--- src/rtl/mhd_pkg.sv ---
// Shared types and helpers for the Hamming-distance monitor family.
// Holds the capture state encoding and the distance-width function.
package mhd_pkg;

  typedef logic [0:0] cap_state_t;

  localparam cap_state_t ARMED    = 1'b0;
  localparam cap_state_t CAPTURED = 1'b1;

  function automatic int hd_width(input int w);
    return $clog2(w + 1);
  endfunction

endpackage

--- src/rtl/mhd_popcount.sv ---
// Combinational population count of a WIDTH-bit vector.
// Ports: v (input vector), cnt (number of set bits, HD_W wide).
module mhd_popcount
  import mhd_pkg::*;
#(
  parameter int WIDTH = 9,
  parameter int HD_W  = hd_width(WIDTH)
) (
  input  logic [WIDTH-1:0] v,
  output logic [HD_W-1:0]  cnt
);

  // Written as a reduction loop; synthesis balances it into a tree.
  always_comb begin
    cnt = '0;
    for (int i = 0; i < WIDTH; i++) begin
      cnt = cnt + HD_W'(v[i]);
    end
  end

endmodule

--- src/rtl/mhd_stream_monitor.sv ---
// Two-stage streaming Hamming-distance monitor with threshold check,
// saturating statistics and first-violation capture.
// Ports: clk, rst (async high), clear (sync), in_valid/a/b/thresh in;
//   out_valid/hd/viol per sample; sample_cnt/viol_cnt/max_hd stats;
//   captured/cap_index/cap_diff describe the first violation.
module mhd_stream_monitor
  import mhd_pkg::*;
#(
  parameter int WIDTH = 9,
  parameter int CNT_W = 32,
  parameter int HD_W  = hd_width(WIDTH)
) (
  input  logic             clk,
  input  logic             rst,
  input  logic             clear,
  input  logic             in_valid,
  input  logic [WIDTH-1:0] a,
  input  logic [WIDTH-1:0] b,
  input  logic [HD_W-1:0]  thresh,
  output logic             out_valid,
  output logic [HD_W-1:0]  hd,
  output logic             viol,
  output logic [CNT_W-1:0] sample_cnt,
  output logic [CNT_W-1:0] viol_cnt,
  output logic [HD_W-1:0]  max_hd,
  output logic             captured,
  output logic [CNT_W-1:0] cap_index,
  output logic [WIDTH-1:0] cap_diff
);

  logic             v1;
  logic [WIDTH-1:0] d1;
  logic [HD_W-1:0]  t1;
  logic [HD_W-1:0]  hd_c;
  logic             viol_c;
  cap_state_t       state;

  // Stage 1: register the difference vector and threshold.
  always_ff @(posedge clk or posedge rst) begin
    if (rst) begin
      v1 <= 1'b0;
      d1 <= '0;
      t1 <= '0;
    end else if (clear) begin
      v1 <= 1'b0;
      d1 <= '0;
      t1 <= '0;
    end else begin
      v1 <= in_valid;
      if (in_valid) begin
        d1 <= a ^ b;
        t1 <= thresh;
      end
    end
  end

  mhd_popcount #(
    .WIDTH (WIDTH),
    .HD_W  (HD_W)
  ) u_pop (
    .v   (d1),
    .cnt (hd_c)
  );

  // Strict compare: a distance equal to the threshold is allowed.
  assign viol_c = hd_c > t1;

  // Stage 2: per-sample result.
  always_ff @(posedge clk or posedge rst) begin
    if (rst) begin
      out_valid <= 1'b0;
      hd        <= '0;
      viol      <= 1'b0;
    end else if (clear) begin
      out_valid <= 1'b0;
      hd        <= '0;
      viol      <= 1'b0;
    end else begin
      out_valid <= v1;
      if (v1) begin
        hd   <= hd_c;
        viol <= viol_c;
      end
    end
  end

  // Statistics, updated alongside the stage-2 result.
  always_ff @(posedge clk or posedge rst) begin
    if (rst) begin
      sample_cnt <= '0;
      viol_cnt   <= '0;
      max_hd     <= '0;
    end else if (clear) begin
      sample_cnt <= '0;
      viol_cnt   <= '0;
      max_hd     <= '0;
    end else if (v1) begin
      if (sample_cnt != '1) begin
        sample_cnt <= sample_cnt + CNT_W'(1);
      end
      if (viol_c && viol_cnt != '1) begin
        viol_cnt <= viol_cnt + CNT_W'(1);
      end
      if (hd_c > max_hd) begin
        max_hd <= hd_c;
      end
    end
  end

  // First-violation capture. The index is the pre-increment count,
  // which already reads all-ones once the counter has saturated.
  always_ff @(posedge clk or posedge rst) begin
    if (rst) begin
      state     <= ARMED;
      cap_index <= '0;
      cap_diff  <= '0;
    end else if (clear) begin
      state     <= ARMED;
      cap_index <= '0;
      cap_diff  <= '0;
    end else begin
      unique case (1'b1)
        (state == ARMED): begin
          if (v1 && viol_c) begin
            cap_index <= sample_cnt;
            cap_diff  <= d1;
            state     <= CAPTURED;
          end
        end
        default: begin
          state <= CAPTURED;
        end
      endcase
    end
  end

  assign captured = (state == CAPTURED);

endmodule

--- config.mk ---
export PLATFORM = sky130hd
export DESIGN_NAME = mhd_stream_monitor
export DESIGN_NICKNAME = d
export VERILOG_FILES = /design/src/rtl/mhd_pkg.sv /design/src/rtl/mhd_popcount.sv /design/src/rtl/mhd_stream_monitor.sv
export SDC_FILE = /design/constraint.sdc
export NUM_CORES = 1
export LEC_CHECK = 0
export BUFFER_PORTS_ARGS = -buffer_cell sky130_fd_sc_hd__buf_2
export CORE_MARGIN = 2
export CORE_UTILIZATION = 40
export CTS_CLUSTER_DIAMETER = 120
export DETAILED_ROUTE_END_ITERATION = 12
export GPL_ROUTABILITY_DRIVEN = 0
export GPL_TIMING_DRIVEN = 0
export PLACE_DENSITY = 0.65
export SLEW_MARGIN = 30
export SYNTH_ARGS = -nofsm -noshare
export SYNTH_HDL_FRONTEND = slang
export SYNTH_SLANG_ARGS = --single-unit
export TNS_END_PERCENT = 30
--- constraint.sdc ---
create_clock -name clk -period 6.5 [get_ports clk]
set_clock_uncertainty 0.1 [all_clocks]
set_input_delay 0.975 -clock clk [delete_from_list [all_inputs] [get_ports clk]]
set_output_delay 0.975 -clock clk [all_outputs]
set_load 0.02 [all_outputs]
Word-level counts from Yosys, hierarchy flattened
Cells that the tools add are included.
- register bits after elaboration: 130
- output and inout bits: 116
- logic and storage cells: 68
- $add $sub $neg: 10
- magnitude comparators: 2
- equal/unequal tests: 3
- mux-type cells: 28
- bitwise logic cells: 1
- reduce and logical (&&, ||, !) cells: 12
- operators by type and width (cell ; count):
    2-to-1 mux 32 bit ; 9
    adder 32 x 1 -> 32 bit, second input constant ; 2
    inequality test 32 bit, second input constant ; 2
    2-to-1 mux 9 bit ; 5
    adder 4 x 1 -> 4 bit ; 7
    2-to-1 mux 4 bit ; 7
    nonzero test 2 bit ; 6
    XOR 9 bit ; 1
    > comparator 4 bit ; 2
    AND reduction 2 bit ; 4
    2-to-1 mux 1 bit ; 7
    adder 1 x 1 -> 2 bit ; 1
    logical AND 1 bit ; 2
    inequality test 2 bit, second input constant ; 1

Depth between registers and ports, before layout
- depth after elaboration: 13
- mapped depth: 18
- mapped depth without buffers: 16

Hierarchy
Synthesis repeated with hierarchy kept, for this count alone.
- cells, all modules: 739
- area, all modules: 6821.5 µm²
- by module, submodules not included (module ; times used ; cells each ; area each (µm²)):
    mhd_stream_monitor ; 1 ; 714 ; 6610.1
    mhd_popcount ; 1 ; 25 ; 211.5

Worst setup path before layout
Ideal clock, no wire load.
- path type: reg2reg
- from: reg d1[0]
- to: reg viol_cnt[18]
- library setup time: 0.078 ns
- data arrival time: 4.513 ns
- data required time: 6.322 ns
- path slack: 1.809 ns
- cell stages (with the launch flop): 17
- path buffers: 0
- cell sequence: dfrtp_1 > ha_1 > inv_1 > fa_1 > fa_1 > fa_1 > inv_1 > ha_1 > fa_1 > xnor2_1 > ha_1 > nand4_1 > nand2_1 > a21oi_1 > nand3_1 > or4_1 > a21oi_1
- word-level cells in the longest chain between the ends: 12
- ends and longest elaborated chain (element ; RTL line ; source):
    start, declared ; mhd_stream_monitor.sv:32 ; logic [WIDTH-1:0] d1;
    start signal, assigned ; mhd_stream_monitor.sv:51 ; d1 <= a ^ b;
    adder 1 x 1 -> 2 bit ; mhd_popcount.sv:17 ; cnt = cnt + HD_W'(v[i]);
    adder 4 x 1 -> 4 bit (7 in series) ; mhd_popcount.sv:17 ;
    > comparator 4 bit ; mhd_stream_monitor.sv:66 ; assign viol_c = hd_c > t1;
    logical AND 1 bit ; mhd_stream_monitor.sv:101 ; if (viol_c && viol_cnt != '1) begin
    nonzero test 2 bit (no line) ; - ;
    AND reduction 2 bit (no line) ; - ;
    end signal, assigned ; mhd_stream_monitor.sv:102 ; viol_cnt <= viol_cnt + CNT_W'(1);
    end, declared ; mhd_stream_monitor.sv:24 ; output logic [CNT_W-1:0] viol_cnt,
Every way passes these cells.
A chain may end at the register's enable or synchronous reset.

Final worst setup path
- from: reg d1[0]
- to: reg cap_index[27]
- word-level cells in the longest chain between the ends: 12
- ends and longest elaborated chain (element ; RTL line ; source):
    adder 1 x 1 -> 2 bit ; mhd_popcount.sv:17 ;
    adder 4 x 1 -> 4 bit (7 in series) ; mhd_popcount.sv:17 ;
    > comparator 4 bit ; mhd_stream_monitor.sv:66 ;
    logical AND 1 bit ; mhd_stream_monitor.sv:124 ; if (v1 && viol_c) begin
    nonzero test 2 bit (no line) ; - ;
    AND reduction 2 bit (no line) ; - ;
    end signal, assigned ; mhd_stream_monitor.sv:125 ; cap_index <= sample_cnt;
    end, declared ; mhd_stream_monitor.sv:27 ; output logic [CNT_W-1:0] cap_index,
Every way passes these cells.

==> impl_metrics.ini <==
[status]
status = finished clean

[clocking]
numCtsBuffers = 17
root_buffer = clkbuf_16
cts_sinks = 130
clk_pin_slew_ns = 0.06
clock_latency_ns = 0.42
post_cts_buffers = 0
cts_tree = yes
cts_hold_buf = 0
ctsResizeCount = 0
cts_buffer_depth = 2
h-tree-depth = 4

[final_layout]
area_delta_synth_final_pct = 23.90
fin_cells = 1100
final_nets = 918
antenna_cells = 0
fillers = 1543
final_layout_size_suffix_gt1_share_pct = 21.72

[timing]
worst_slack_ns = 0.9905
finalMaxSlewViolations = 0
final-setup-viol-count = 0
fin_crit_ns = 5.510
tns_ns = 0
slew_headroom_pct = 43.99
timing.final.crit_share_pct = 84.76
hold_violations = 0
max_freq_mhz = 181.5
rsz0062_at_grt = false
tightest_slew_ns = 0.8401

[setup_path]
crit_required_ns = 6.74
max_stage_delay_ns = 0.66
worstSetupStartpoint = d1[0]
cp-end-kind = register
cpMostUsedCell = fa_1
regToRegSetupSlack_ns = 0.99
cpMaxStageDelayCell = a21oi_1
path_max_fanout = 10
regToRegEndpoint = cap_index[27]
crit_path_start_kind = register
endpoint = cap_index[27]
path_class = reg2reg
reg2reg_from = d1[0]
r2r.worst_path.cells = 18
worstPathArrival_ns = 5.75
crit_chain = ha_1 -> inv_1 -> fa_1 -> fa_1 -> fa_1 -> inv_1 -> ha_1 -> fa_1 -> xnor2_1 -> ha_1 -> nand4_1 -> nand2_1 -> a21oi_1 -> nor2b_1 -> clkbuf_1 -> buf_2 -> nand2_1 -> a21oi_1

[power]
power_mw = 2.105
power_density_mw_per_mm2 = 257.8
peakVddDrop_uv = 200.6
power_leakage_nw = 3.913

[synthesis]
yosysSeqAreaShare_pct = 49.35
ys_async_sr_fraction_pct = 100.0
synth-edff-count = 0
synth_top_cell_area_share_pct = 49.35
syn-mean-instance-area_um2 = 9.257
ys_ff_latch = 130
syn_inst = 712
yosysWarnings = 0
synth_area_mm2 = 0.006591
yosys-top-cells-count = 130 x dfrtp_1, 105 x nand2_1, 72 x nor2_1, 54 x a21oi_1, 37 x o21ai_0
synth_nets = 759
yosysMostFrequentCell = dfrtp_1
synthTopCellsByArea = dfrtp_1 49%, nand2_1 6.0%, a21oi_1 4.1%
ys_dominant_reg_cell = dfrtp_1
yosysTopAreaCell = dfrtp_1
yosysUniqueCellTypes = 46

[route]
via_count = 5659
firstDrtPassIters = 5
drc = 0
via_per_inst = 5.145
totalWireLength_um = 17320
ant_nets = 0
drt-initial-drc-count = 427
wl_per_cell_um = 15.75

[worst_hold_path]
holdPathStages = 2
worstHoldPathType = reg2reg

[die]
ios = 142
initial_core_util_pct = 41.19
rows = 46
die_width_um = 132.4
die_area_mm2 = 0.01752
die_h_um = 132.4
core_area_mm2 = 0.01600

[global_route]
grt.total_usage_pct = 20.30
grt_pass1_vias = 5514
grt-ovfl-total = 0
grt_max_degree = 81
antenna_found_initial = 0
grt_pass1_wl_um = 28500

[placed_design]
pre_cts_slack_ns = 1.013
port_buffers = 139
place_inst = 1068
place_hpwl_um = 12410

[job]
cap_violations = 0
-- final cells by class --
| cell class | count | area (µm²) | share of cell area, % |
|---|---|---|---|
| plain buffers | 42 | 173.9 | 2.130 |
| clock buffers | 20 | 466.7 | 5.715 |
| clock inverters | 12 | 107.6 | 1.318 |
| inverters | 28 | 112.6 | 1.379 |
| multi-input cells | 512 | 3059 | 37.46 |
| flip-flops and latches | 130 | 3253 | 39.83 |
| well taps | 216 | 270.3 | 3.309 |
| repair buffers | 140 | 723.2 | 8.856 |
-- report_power, final --
part	total [mW]	switching, mW	internal (mW)
registers	0.853	0.0204	0.832
clock network	0.920	0.364	0.555
logic	0.332	0.220	0.113
-- through the flow --
stage	hold WS, ns	utilization [%]	area (µm²)
2_1_floorplan	0.3862	-	6591
5_1_grt	0.4317	51.04	8167
3_3_place_gp	0.4028	47.23	7557
3_5_place_dp	0.4094	47.45	7592
4_1_cts	0.4190	51.04	8167
6_report	0.4162	51.04	8167
-- state kept, by name, indices dropped and copies added, names as in the netlist --
name	flops
cap_diff	9
cap_index	32
captured	1
d1	9
hd	4
max_hd	4
out_valid	1
sample_cnt	32
t1	4
v1	1
viol	1
viol_cnt	32
-- placed cells by master, fill, tap and decap left out, types with 9 or more instances in the layout --
cell       count
buf_2        146
dfrtp_1      130
nand2_1      105
nor2_1        72
a21oi_1       54
o21ai_0       37
clkbuf_1      32
nand3_1       31
xor2_1        29
nand4_1       28
inv_1         27
xnor2_1       17
clkbuf_16     17
and3_1        16
ha_1          16
mux2i_1       15
nor2b_1        9
a211oi_1       9
-- worst min-delay path by stage --
stage                        from            end  slack [ns]
CTS                 cap_index[10]  cap_index[10]        0.42
global placement            t1[1]          t1[1]        0.40
finish              cap_index[20]  cap_index[20]        0.42
detailed placement          hd[1]          hd[1]        0.41
floorplan                   t1[1]          t1[1]        0.39
global route         cap_index[3]   cap_index[3]        0.43
-- kinds of logic after synthesis --
logic type / Yosys count / share of synthesized area (%)
muxes: 16 / 2.449
and+or+nand+nor: 308 / 22.72
adders and majority gates: 21 / 4.556
AOI/OAI and AO/OA: 121 / 10.57
buffers and inverters: 70 / 4.233
xor gates and xnor gates: 46 / 6.112
DFF: 130 / 49.35
-- per-layer routing --
layer	track usage, %	wire length [µm]	vias up
met5	0	0	-
met4	6.392	253	0
met2	31.43	8071	165
li1	-	-	2766
met1	28.34	8090	2703
met3	4.691	907	25
-- worst max-delay path: cells and delay by family (launching register included) --
family	cells	cell delay (ns)
adders and majority gates	7	2.60
AOI/OAI and AO/OA	2	0.80
buffers and inverters	4	0.64
and+or+nand+nor	4	0.48
DFF	1	0.40
xor gates and xnor gates	1	0.37
Note: power is estimated with default switching activity, not from simulation.
